--- config.mk ---
export PLATFORM = sky130hd
export DESIGN_NAME = iob_ibex_bus_arb
export DESIGN_NICKNAME = d
export VERILOG_FILES = /design/src/rtl/iob_ibex_arb_pkg.sv /design/src/rtl/iob_ibex_arb_fifo.sv /design/src/rtl/iob_ibex_bus_arb.sv
export SDC_FILE = /design/constraint.sdc
export NUM_CORES = 1
export LEC_CHECK = 0
export BUFFER_PORTS_ARGS = -buffer_cell sky130_fd_sc_hd__buf_2
export CAP_MARGIN = 20
export CELL_PAD_IN_SITES_DETAIL_PLACEMENT = 2
export CELL_PAD_IN_SITES_GLOBAL_PLACEMENT = 2
export CORE_ASPECT_RATIO = 0.75
export CORE_MARGIN = 2
export CORE_UTILIZATION = 12
export CTS_BUF_LIST = sky130_fd_sc_hd__clkbuf_8
export CTS_CLUSTER_SIZE = 30
export DETAILED_ROUTE_END_ITERATION = 6
export GPL_TIMING_DRIVEN = 0
export PLACE_DENSITY_LB_ADDON = 0.3
export SYNTH_ARGS = -nofsm -noshare
export SYNTH_HDL_FRONTEND = slang
export SYNTH_SLANG_ARGS = --single-unit
--- constraint.sdc ---
create_clock -name clk_i -period 2.2 [get_ports clk_i]
set_clock_uncertainty 0.1 [all_clocks]
set_input_delay 0.44 -clock clk_i [delete_from_list [all_inputs] [get_ports clk_i]]
set_output_delay 0.44 -clock clk_i [all_outputs]
set_load 0.01 [all_outputs]
--- src/rtl/iob_ibex_arb_pkg.sv ---
// Shared types and constants for the ibex instruction/data bus arbiter.
package iob_ibex_arb_pkg;

    typedef enum logic {
        OWN_INSTR = 1'b0,
        OWN_DATA  = 1'b1
    } owner_e;

    localparam int unsigned FIFO_DEPTH = 2;

endpackage

--- src/rtl/iob_ibex_arb_fifo.sv ---
// Owner FIFO: remembers which requester each outstanding downstream
// transaction belongs to so responses can be routed back in order.
module iob_ibex_arb_fifo
    import iob_ibex_arb_pkg::*;
(
    input  logic   clk_i,
    input  logic   cke_i,
    input  logic   arst_ni,
    input  logic   push_i,
    input  owner_e owner_i,
    input  logic   pop_i,
    output owner_e head_o,
    output logic   full_o,
    output logic   empty_o
);

    localparam int unsigned PTR_W = (FIFO_DEPTH > 1) ? $clog2(FIFO_DEPTH) : 1;
    localparam int unsigned CNT_W = $clog2(FIFO_DEPTH + 1);
    localparam logic [CNT_W-1:0] DEPTH_C = CNT_W'(FIFO_DEPTH);
    localparam logic [PTR_W-1:0] LAST_C  = PTR_W'(FIFO_DEPTH - 1);

    owner_e           mem_q [FIFO_DEPTH];
    logic [PTR_W-1:0] wptr_q;
    logic [PTR_W-1:0] rptr_q;
    logic [CNT_W-1:0] cnt_q;
    logic [CNT_W-1:0] cnt_d;
    logic             do_push_s;
    logic             do_pop_s;

    function automatic logic [PTR_W-1:0] ptr_inc(input logic [PTR_W-1:0] p);
        return (p == LAST_C) ? {PTR_W{1'b0}} : p + PTR_W'(1);
    endfunction

    assign empty_o   = (cnt_q == {CNT_W{1'b0}});
    assign full_o    = (cnt_q == DEPTH_C);
    assign head_o    = mem_q[rptr_q];
    // A pop at full frees the slot the simultaneous push lands in.
    assign do_pop_s  = pop_i & ~empty_o;
    assign do_push_s = push_i & (~full_o | do_pop_s);

    // Occupancy next-state from the push/pop pair.
    always_comb begin
        cnt_d = cnt_q;
        case ({do_push_s, do_pop_s})
            2'b10:   cnt_d = cnt_q + CNT_W'(1);
            2'b01:   cnt_d = cnt_q - CNT_W'(1);
            default: cnt_d = cnt_q;
        endcase
    end

    // Storage, pointers and count; everything holds while cke_i is low.
    always_ff @(posedge clk_i or negedge arst_ni) begin
        if (!arst_ni) begin
            for (int i = 0; i < FIFO_DEPTH; i++) mem_q[i] <= OWN_DATA;
            wptr_q <= {PTR_W{1'b0}};
            rptr_q <= {PTR_W{1'b0}};
            cnt_q  <= {CNT_W{1'b0}};
        end else if (cke_i) begin
            if (do_push_s) begin
                mem_q[wptr_q] <= owner_i;
                wptr_q        <= ptr_inc(wptr_q);
            end
            if (do_pop_s) begin
                rptr_q <= ptr_inc(rptr_q);
            end
            cnt_q <= cnt_d;
        end
    end

endmodule

--- src/rtl/iob_ibex_bus_arb.sv ---
// Arbitrates ibex instruction and data ports onto one downstream bus.
// Define IOB_IBEX_ARB_RR_EN for round-robin; default is data-over-instr priority.
module iob_ibex_bus_arb
    import iob_ibex_arb_pkg::*;
#(
    parameter int unsigned ADDR_W = 30,
    parameter int unsigned DATA_W = 32
) (
    input  logic                clk_i,
    input  logic                cke_i,
    input  logic                arst_ni,
    input  logic                instr_req_i,
    input  logic [ADDR_W-1:0]   instr_addr_i,
    output logic                instr_gnt_o,
    output logic                instr_rvalid_o,
    input  logic                data_req_i,
    input  logic                data_we_i,
    input  logic [DATA_W/8-1:0] data_be_i,
    input  logic [ADDR_W-1:0]   data_addr_i,
    input  logic [DATA_W-1:0]   data_wdata_i,
    output logic                data_gnt_o,
    output logic                data_rvalid_o,
    output logic [DATA_W-1:0]   rsp_rdata_o,
    output logic                rsp_err_o,
    output logic                m_req_o,
    output logic                m_we_o,
    output logic [DATA_W/8-1:0] m_be_o,
    output logic [ADDR_W-1:0]   m_addr_o,
    output logic [DATA_W-1:0]   m_wdata_o,
    input  logic                m_gnt_i,
    input  logic                m_rvalid_i,
    input  logic [DATA_W-1:0]   m_rdata_i,
    input  logic                m_err_i
);

    localparam int unsigned BE_W = DATA_W / 8;

    owner_e owner_s;
    owner_e head_s;
    owner_e lock_owner_q;
    owner_e lock_owner_d;
    logic   lock_q;
    logic   lock_d;
    logic   owner_req_s;
    logic   fifo_full_s;
    logic   fifo_empty_s;
    logic   push_s;
    logic   pop_s;
`ifdef IOB_IBEX_ARB_RR_EN
    owner_e last_q;
    owner_e last_d;
`endif

    // Owner selection: a pending ungranted request keeps its owner.
    always_comb begin
        owner_s = OWN_DATA;
        if (lock_q) begin
            owner_s = lock_owner_q;
        end else if (data_req_i && instr_req_i) begin
`ifdef IOB_IBEX_ARB_RR_EN
            owner_s = (last_q == OWN_DATA) ? OWN_INSTR : OWN_DATA;
`else
            owner_s = OWN_DATA;
`endif
        end else if (instr_req_i) begin
            owner_s = OWN_INSTR;
        end else begin
            owner_s = OWN_DATA;
        end
    end

    assign owner_req_s = (owner_s == OWN_DATA) ? data_req_i : instr_req_i;
    assign m_req_o     = arst_ni & owner_req_s & (~fifo_full_s | m_rvalid_i);
    assign push_s      = m_req_o & m_gnt_i;
    assign pop_s       = m_rvalid_i & ~fifo_empty_s;

    assign instr_gnt_o    = push_s & (owner_s == OWN_INSTR);
    assign data_gnt_o     = push_s & (owner_s == OWN_DATA);
    assign instr_rvalid_o = pop_s & (head_s == OWN_INSTR);
    assign data_rvalid_o  = pop_s & (head_s == OWN_DATA);
    assign rsp_rdata_o    = m_rdata_i;
    assign rsp_err_o      = m_err_i;

    // Downstream request fields; fetches are full-word reads.
    always_comb begin
        m_we_o    = 1'b0;
        m_be_o    = {BE_W{1'b1}};
        m_addr_o  = instr_addr_i;
        m_wdata_o = {DATA_W{1'b0}};
        if (owner_s == OWN_DATA) begin
            m_we_o    = data_we_i;
            m_be_o    = data_be_i;
            m_addr_o  = data_addr_i;
            m_wdata_o = data_wdata_i;
        end else begin
            m_we_o    = 1'b0;
            m_be_o    = {BE_W{1'b1}};
            m_addr_o  = instr_addr_i;
            m_wdata_o = {DATA_W{1'b0}};
        end
    end

    // Lock next-state: held across cycles while the request waits for grant.
    always_comb begin
        lock_d       = m_req_o & ~m_gnt_i;
        lock_owner_d = owner_s;
    end

    // Lock registers.
    always_ff @(posedge clk_i or negedge arst_ni) begin
        if (!arst_ni) begin
            lock_q       <= 1'b0;
            lock_owner_q <= OWN_DATA;
        end else if (cke_i) begin
            lock_q       <= lock_d;
            lock_owner_q <= lock_owner_d;
        end
    end

`ifdef IOB_IBEX_ARB_RR_EN
    // Round-robin pointer tracks the last granted owner.
    always_comb begin
        last_d = last_q;
        if (push_s) begin
            last_d = owner_s;
        end else begin
            last_d = last_q;
        end
    end

    // Pointer register; reset value makes data win the first contest.
    always_ff @(posedge clk_i or negedge arst_ni) begin
        if (!arst_ni) begin
            last_q <= OWN_INSTR;
        end else if (cke_i) begin
            last_q <= last_d;
        end
    end
`endif

    iob_ibex_arb_fifo u_fifo (
        .clk_i   (clk_i),
        .cke_i   (cke_i),
        .arst_ni (arst_ni),
        .push_i  (push_s),
        .owner_i (owner_s),
        .pop_i   (pop_s),
        .head_o  (head_s),
        .full_o  (fifo_full_s),
        .empty_o (fifo_empty_s)
    );

endmodule

# After elaboration in Yosys (flattened, before gate mapping)
# Cells that the tools add are included.
# Widths: inputs -> output; s select.
dict set report word_totals {
  regBits 8
  in_bits 137
  wordCells 61
  out_inout_bits 105
}
dict set report op_classes {
  n_eq_ne 3
  muxes 17
  add_sub_neg 4
  n_bitwise 20
  reduce_logical 7
  order_cmp 3
}
# cell count
set ops {}
lappend ops {{$mux 32} 1}
lappend ops {{$mux 30} 1}
lappend ops {{$and 1x1->1} 11}
lappend ops {{$mux 1} 11}
lappend ops {{$reduce_and 2->1} 3}
lappend ops {{$not 1->1} 5}
lappend ops {{$eq 2x2->1 const B} 2}
lappend ops {{$ge 2x2->1 const B} 2}
lappend ops {{$mux 4} 1}
lappend ops {{$not 1->2} 2}
lappend ops {{$pmux 2 s2} 1}
lappend ops {{$add 1x1->1 const B} 2}
lappend ops {{$add 2x1->2 const B} 1}
lappend ops {{$bwmux 2} 1}
lappend ops {{$eq 2x1->1 const B} 1}
lappend ops {{$logic_and 1x1->1} 2}
lappend ops {{$logic_not 2->1} 1}
lappend ops {{$lt 2x1->1 const B} 1}
lappend ops {{$or 1x1->1} 2}
lappend ops {{$reduce_bool 2->1} 1}
lappend ops {{$sub 2x1->2 const B} 1}
lappend ops {{$demux 1 s1} 1}

# Logic depth before layout (Yosys ltp)
# Gate-level depths: netlist of the first run.
dict set report depth {
  ltp_word 11
  depth_mapped 7
  mapped_depth_nobuf 7
}

# Cells and area by module
# A second synthesis of the first run with hierarchy kept.
dict set report unflattened {
  hier_cells 156
  hier_area_um2 1480.2
}
# mod cells_each n_inst area_per_inst_um2 seq_area_each_um2
set by_module_without_submodules {}
lappend by_module_without_submodules {iob_ibex_bus_arb 129 1 1152.4 51.3}
lappend by_module_without_submodules {iob_ibex_arb_fifo 27 1 327.8 152.6}

# Least setup slack after synthesis of the first run
# No wires, ideal clock.
dict set report synth_timing {
  path_type {register to output}
  from {register lock_owner_q}
  to {output port m_addr_o[10]}
  path_buffers 2
  required_time_ns 1.660
  path_slack_ns 0.272
  path_stages_with_launch 6
  arrival_time_ns 1.388
  path_cell_list {dfstp_2 -> nand2b_1 -> o31a_1 -> buf_6 -> buf_8 -> mux2_4}
}
dict set report synth_between {
  elab_chain_cells 2
}
# element line
set synth_rtl {}
lappend synth_rtl {{start, declared} iob_ibex_bus_arb.sv:40} ;# owner_e lock_owner_q;
lappend synth_rtl {{start signal, assigned} iob_ibex_bus_arb.sv:116} ;# lock_owner_q <= lock_owner_d;
lappend synth_rtl {{$mux 1} iob_ibex_bus_arb.sv:57} ;# if (lock_q) begin
lappend synth_rtl {{$mux 30} iob_ibex_bus_arb.sv:90} ;# if (owner_s == OWN_DATA) begin
lappend synth_rtl {{end, declared} iob_ibex_bus_arb.sv:28} ;# output logic [ADDR_W-1:0] m_addr_o,
# Every way passes these cells.

# Worst setup path after layout of the first run
dict set report layout_timing {
  from {register lock_owner_q}
  to {output port m_addr_o[8]}
}
# Same word-level chain as after synthesis.

==> results of run 1 <==
-- path summary, 6_finish.rpt --
check                                    from  slack [ns]               to
worst max register to register   lock_owner_q        0.05  u_fifo.cnt_q[1]
worst min-delay path                  arst_ni        0.10  u_fifo.mem_q[1]
worst max-delay path             lock_owner_q       -0.27      m_addr_o[8]
max in group asynchronous             arst_ni        1.17           lock_q
worst min register to register  u_fifo.rptr_q        0.40    u_fifo.rptr_q
min in group clk_i              u_fifo.rptr_q        0.40    u_fifo.rptr_q
-- worst register-to-register path: stages, from the launching register on --
cell and delay, ns:
dfstp_2 0.54, buf_4 0.10, buf_4 0.12, mux2i_2 0.27
a21oi_4 0.12, nand2_2 0.12, ha_1 0.23, nand2b_1 0.17
nor2_1 0.16, xor2_1 0.15
-- layout by cell type, fill, tap and decap left out, types with 4 or more instances in the layout --
cell | Yosys | layout
and2_1 | 34 | 20
and2_4 | 0 | 14
buf_12 | 2 | 5
buf_2 | 1 | 159
buf_4 | 33 | 41
buf_6 | 1 | 52
buf_8 | 1 | 6
clkbuf_8 | 0 | 5
dfrtp_1 | 5 | 4
mux2_4 | 28 | 30
nand2b_4 | 0 | 4
xnor2_1 | 4 | 4
-- metrics by stage --
| step | instance area, µm² | total power [mW] |
|---|---|---|
| after CTS | 3340 | 1.55 |
| after global routing | 3500 | 1.71 |
| after floorplan | 1470 | 0.769 |
| after global placement | 2720 | 1.08 |
| final | 3500 | 1.59 |
| after detailed placement | 2720 | 1.12 |
-- flip-flops by register name, indices dropped and copies added (netlist names) --
name,count
u_fifo.rptr_q,1
u_fifo.wptr_q,1
lock_q,1
lock_owner_q,1
u_fifo.cnt_q,2
u_fifo.mem_q,2
-- final cells by class --
type                       instances  area (µm²)  area share
timing repair buffer             228        1610       0.462
multi-input combinational        102        1030       0.296
buffer                            42         382       0.109
tap                              166         208      0.0594
sequential                         8         205      0.0587
clock buffer                       3        41.3      0.0118
inverter                           2        7.51     0.00215
clock inverter                     1        3.75     0.00107
-- cells by family after synthesis --
kind of cell,count (synthesis),synth area share
adders and majority gates,1,0.00849
muxes,35,0.337
buffers and inverters,44,0.232
xor gates and xnor gates,5,0.0297
and+or+nand+nor,54,0.219
AOI/OAI and AO/OA,7,0.0348
DFF,8,0.138
-- layer usage --
metal,share of wire,track usage,vias up,routed length (µm)
li1,-,-,938,-
met1,0.40,0.142,940,3330
met2,0.54,0.212,92,4470
met3,0.063,0.0253,2,522
met4,0.0032,0.0176,0,27
met5,0,0,-,0
-- timing repair --
item                                    CTS  global route
resized for setup                        90            22
hold buffers                              1             0
endpoints found under the hold margin     5             0
endpoints found under the setup margin   69            71
gates cloned                              3             2
buffers inserted                         13             4
pin swaps                                13             5
-- power groups by stage --
stage	combinational (mW)	sequential [mW]	clock (mW)
after floorplan	0.501	0.269	0
after global placement	0.804	0.280	0
after detailed placement	0.827	0.291	0
after CTS	1.07	0.287	0.194
after global routing	1.21	0.295	0.211
final	1.12	0.286	0.190
==> key figures, run 1 <==
Synth
  • Synth cell types: 32
  • Area leader, netlist: mux2_4
  • Syn nets: 292
  • Most common cell in the synthesized netlist: and2_1
  • Syn. warnings: 0
  • Syn avg cell area: 9.56 µm²
  • Cell Area, Synth: 0.00147 mm²
  • Ys flop type: dfrtp_1
  • Mapped Cells: 154
  • Post-synth EDFFs: 0
  • Yosys top cell area share: 0.285
  • Post-synthesis sequential area ratio: 0.138
  • Top post-synthesis cells by area: mux2_4, buf_4, and2_1
  • Seq cells post-synth: 8
  • Ys async rst share: 1.00
  • Post-synth top cells: and2_1, buf_4, mux2_4

Detailed routing
  • Wire length per cell after detailed routing: 15.1 µm
  • Drt pass-1 iters: 2
  • Final wirelength: 8350 µm
  • DR iter-0 viols: 20
  • DR vias: 1972
  • DR vias/cell: 3.57
  • Remaining DRCs: 0
  • DRT antenna net count: 0

STA
  • Final setup viols: 67
  • WHS: 0.100 ns
  • RSZ-0062 raised after global routing: yes
  • Worst-Margin Slew: 0.431 ns
  • Setup TNS: -9.90 ns
  • Worst slew margin: 0.713
  • Max-slew violations: 0
  • Final worst path period need: 2.47 ns
  • Final hold viol count: 0
  • Fmax: 406 MHz
  • Final setup margin: -0.265 ns
  • Period utilisation layout: 1.12

Power and ir drop
  • Leak: 1.94 nW
  • Power Internal: 1.04 mW
  • Switching Fraction: 0.350
  • NetSw: 0.558 mW
  • Power per cell area: 456 mW/mm²
  • Clock Power Share: 0.119
  • Combinational share of power: 0.701
  • Register share of total power: 0.180
  • Maximum vdd drop: 146 µV

Global route
  • Total Routing Usage GR: 0.115
  • Vias in the first global route: 2180
  • Initial antenna violation count: 0
  • First-pass GRT wire length: 12100 µm
  • GRT Residual Overflow: 0
  • Pin count of the biggest net entering global routing: 11

Min path
  • Hold Path Class: input port to asynchronous set/reset pin

Flow run
  • Max-cap check violation count: 0

Critical path
  • Crit. path cell count: 7
  • Crit path max fanout: 5
  • WP data required: 1.66 ns
  • Slowest CP cell: dfstp_2
  • Startpoint types: register
  • Crit path kind: register to output pin
  • Worst setup EP type: output pin
  • Crit-path max cell delay: 0.54 ns
  • Crit path buf inv count: 4
  • R2R cell count: 9
  • Cell-by-cell trace of the critical path: nand2b_4 > o31a_1 > buf_6 > buf_8 > clkbuf_16 > mux2_4 > buf_6
  • Top delay family on crit path: flip-flops
  • Data arrival time of the worst path: 1.93 ns
  • Most used cell, CP: buf_6

Layout
  • Area growth syn-to-layout: 137%
  • N_diodes: 0
  • Nets: 525
  • Layout cells sized above 1: 0.868
  • Fin util: 0.288
  • Fill cells: 1424
  • Layout Cells excl Fill: 552

Clocking
  • Max Root-Sink Buffers: 2
  • CTS clk-pin slew, worst paths: 0.05 ns
  • Total CTS buffers: 3
  • CTS tree: done
  • Skew-Pair Late Insertion Delay: 0.23 ns
  • Num Clock Sinks: 8
  • # H-tree levels: 1
  • Root buf cell: clkbuf_8

Placed design
  • Place WS: -0.0733 ns
  • Placer Congestion: 0.702
  • I/O Buffers: 207
  • Dpl cells: 527
  • Detailed placer's ending HPWL: 6800 µm

Status
  • Failing checks: setup timing
  • Outcome: finished, violations left

Floorplan
  • Die width: 132 µm
  • Number of core rows: 35
  • Initial Util: 0.121
  • Die height: 99.9 µm
  • DIE AREA: 0.0132 mm²
  • Core area: 0.0121 mm²
  • Number of placed I/O pins: 242
Note: power is estimated with default switching activity, not from simulation.
==> inputs of run 2 (changes only) <==
Settings changed: ABC_AREA set to 1, CORE_UTILIZATION 12 to 10.
==> run 2 against run 1 <==
  * The run now ends clean
  * Via count is 18% higher
  * Register-to-register slack better by 0.08 ns
  * Core utilization is 8.6 points lower
  * Setup slack better by 0.36 ns
==> key figures, run 2 <==
Synth
  • Syn. warnings: 0 (unchanged)
  • Post-synth EDFFs: 0 (unchanged)
  • Yosys top cell area share: 0.267 (-0.0186)
  • Seq cells post-synth: 8 (unchanged)
  • Ys async rst share: 1.00 (unchanged)
  • Ys flop type: dfrtp_1
  • Cell Area, Synth: 0.00139 mm² (-5.4%)
  • Post-synth top cells: nand2_1, inv_1, nor2_1
  • Mapped Cells: 264 (+71%)
  • Post-synthesis sequential area ratio: 0.146 (+0.00796)
  • Synth cell types: 24 (-25%)
  • Syn nets: 402 (+38%)
  • Area leader, netlist: nand2_1
  • Top post-synthesis cells by area: nand2_1, buf_4, inv_1
  • Most common cell in the synthesized netlist: nand2_1
  • Syn avg cell area: 5.27 µm² (-45%)

Layout
  • Fin util: 0.202 (-0.0864)
  • Most common cell after layout, fill and taps aside: buf_2
  • Area growth syn-to-layout: 97.9%
  • Highest-count cells in the layout ignoring fill and taps: buf_2, nand2_1, inv_1, nor2_1, buf_4
  • Design area: 0.00276 mm² (-21%)
  • Layout cells sized above 1: 0.570 (-0.298)
  • Nets: 616 (+17%)
  • N_diodes: 0 (unchanged)
  • Biggest regs: u_fifo.cnt_q: 2 flops, u_fifo.mem_q: 2 flops

Critical path
  • Crit path max fanout: 10 (+5)
  • Data arrival time of the worst path: 1.56 ns (-0.37 ns)
  • Worst setup EP type: output pin
  • WP data required: 1.66 ns (about the same)
  • Crit path kind: register to output pin
  • Startpoint types: register

STA
  • WHS: 0.107 ns (+0.00653 ns)
  • Final setup viols: 0 (-100%)
  • Period utilisation layout: 0.956 (-0.164)
  • RSZ-0062 raised after global routing: yes
  • Setup TNS: 0 ns (+9.90 ns)
  • Final hold viol count: 0 (unchanged)
  • Fmax: 475 MHz (+17%)
  • Worst-Margin Slew: 0.415 ns (-0.0160 ns)
  • Max-slew violations: 0 (unchanged)
  • Final worst path period need: 2.10 ns (-0.361 ns)
  • Worst slew margin: 0.724 (+0.0106)

Global route
  • Total Routing Usage GR: 0.0963 (-0.0192)
  • GRT Residual Overflow: 0 (unchanged)
  • Initial antenna violation count: 0 (unchanged)
  • Vias in the first global route: 2468 (+13%)
  • First-pass GRT wire length: 11800 µm (-2.3%)
  • Pin count of the biggest net entering global routing: 11 (unchanged)

Floorplan
  • Die width: 140 µm (+6.3%)
  • Core area: 0.0137 mm² (+13%)
  • Number of placed I/O pins: 242 (unchanged)
  • Number of core rows: 37 (+5.7%)
  • Initial Util: 0.102 (-0.0194)
  • Die height: 106 µm (+6.3%)
  • DIE AREA: 0.0149 mm² (+13%)

Clocking
  • Root buf cell: clkbuf_8
  • Post-CTS setup buffers: 0 (-13)
  • # H-tree levels: 1 (unchanged)
  • CTS clk-pin slew, worst paths: 0.05 ns (about the same)
  • CTS tree: done
  • Max Root-Sink Buffers: 2 (unchanged)
  • Skew-Pair Late Insertion Delay: 0.24 ns (about the same)
  • Num Clock Sinks: 8 (unchanged)
  • Total CTS buffers: 3 (unchanged)

Detailed routing
  • Remaining DRCs: 0 (unchanged)
  • Wire length per cell after detailed routing: 11.5 µm (-24%)
  • DR iter-0 viols: 31 (+55%)
  • Final wirelength: 7520 µm (-9.9%)
  • Drt pass-1 iters: 4 (+2)
  • DR vias/cell: 3.56 (-0.31%)
  • DR vias: 2322 (+18%)
  • DRT antenna net count: 0 (unchanged)

Power and ir drop
  • Power per cell area: 465 mW/mm² (+2.0%)
  • Leak: 1.84 nW (-5.2%)
  • Overall power: 1.28 mW (-20%)
  • Maximum vdd drop: 178 µV (+22%)

Placed design
  • Placer Congestion: 0.728 (+3.7%)
  • Placed Area: 0.00265 mm² (-2.3%)
  • Detailed placer's ending HPWL: 6810 µm (+0.20%)
  • I/O Buffers: 208 (+0.48%)

Flow run
  • Max-cap check violation count: 0 (unchanged)

Min path
  • Hold Path Class: input port to asynchronous set/reset pin

Status
  • Outcome: finished, final reports clean
## run 2: cell types whose count changed after synthesis, moves of 3 or more
cell / delta
or2_2: +4
inv_1: +41
and2_1: -34
inv_2: +4
mux2_4: -28
nor2_1: +34
buf_2: +4
xnor2_1: -3
nand2_1: +96
nand2b_1: -6
mux2_2: -5
## run 2: cell families (layout without fill, tap and decap cells)
kind of cell / Yosys count / after routing / share of synthesized area
xor gates and xnor gates: 4 / 4 / 0.0252
AOI/OAI and AO/OA: 9 / 9 / 0.0359
buffers and inverters: 90 / 303 / 0.336
and+or+nand+nor: 152 / 152 / 0.447
adders and majority gates: 1 / 1 / 0.00898
DFF: 8 / 8 / 0.146
## run 2: layout make-up
| cell class | instances | area (µm²) |
|---|---|---|
| plain buffers | 43 | 323 |
| fillers | 1743 | 10900 |
| flip-flops and latches | 8 | 204 |
| well taps | 175 | 219 |
| multi-input cells | 166 | 736 |
| repair buffers | 209 | 1050 |
| clock inverters | 1 | 3.75 |
| clock buffers | 3 | 41.3 |
| inverters | 47 | 179 |
## run 2: per-layer routing
layer / vias up / wire length [µm] / part of all wire / GRT usage
met3: 6 / 699 / 0.093 / 0.0297
met5: - / 0 / 0 / 0
met4: 0 / 57 / 0.0076 / 0.0115
met2: 101 / 4090 / 0.54 / 0.190
li1: 1151 / - / - / -
met1: 1064 / 2670 / 0.36 / 0.103
## run 2: path summary, 6_finish.rpt
path / to / slack, ns / from / cells past startpoint
setup / recovery: m_be_o[3] / 0.1 / lock_owner_q / 6
hold / removal: u_fifo.mem_q[1] / 0.11 / arst_ni / 1
setup reg to reg: u_fifo.cnt_q[1] / 0.13 / lock_owner_q / 11
hold reg to reg: u_fifo.rptr_q / 0.39 / u_fifo.rptr_q / 1
max in group asynchronous: lock_q / 1.17 / arst_ni / 2
min in group clk_i: u_fifo.rptr_q / 0.39 / u_fifo.rptr_q / 1
## run 2: worst max-delay path, stage by stage (launching register included)
cell	delay (ns)
dfstp_2	0.53
inv_1	0.05
nand2_2	0.08
nand2_4	0.11
buf_6	0.16
or2_2	0.27
buf_2	0.14
## run 2: stage by stage
step,std cells,setup slack [ns]
after floorplan,264,0.246
after global placement,647,-0.0357
after detailed placement,647,-0.0832
after CTS,652,0.0149
after global routing,652,-0.0595
final,652,0.0958
## run 2: what timing repair did
item,in CTS,in global routing
hold buffers,1,0
endpoints found under the setup margin,44,66
hold endpoints to repair,5,0
pin swaps,1,1
resized for setup,10,7
## run 2: where the power goes
part	total (mW)	internal [mW]	switching (mW)
combinational	0.827	0.373	0.454
clock	0.190	0.122	0.0686
sequential	0.264	0.224	0.0401
total	1.28	0.719	0.563
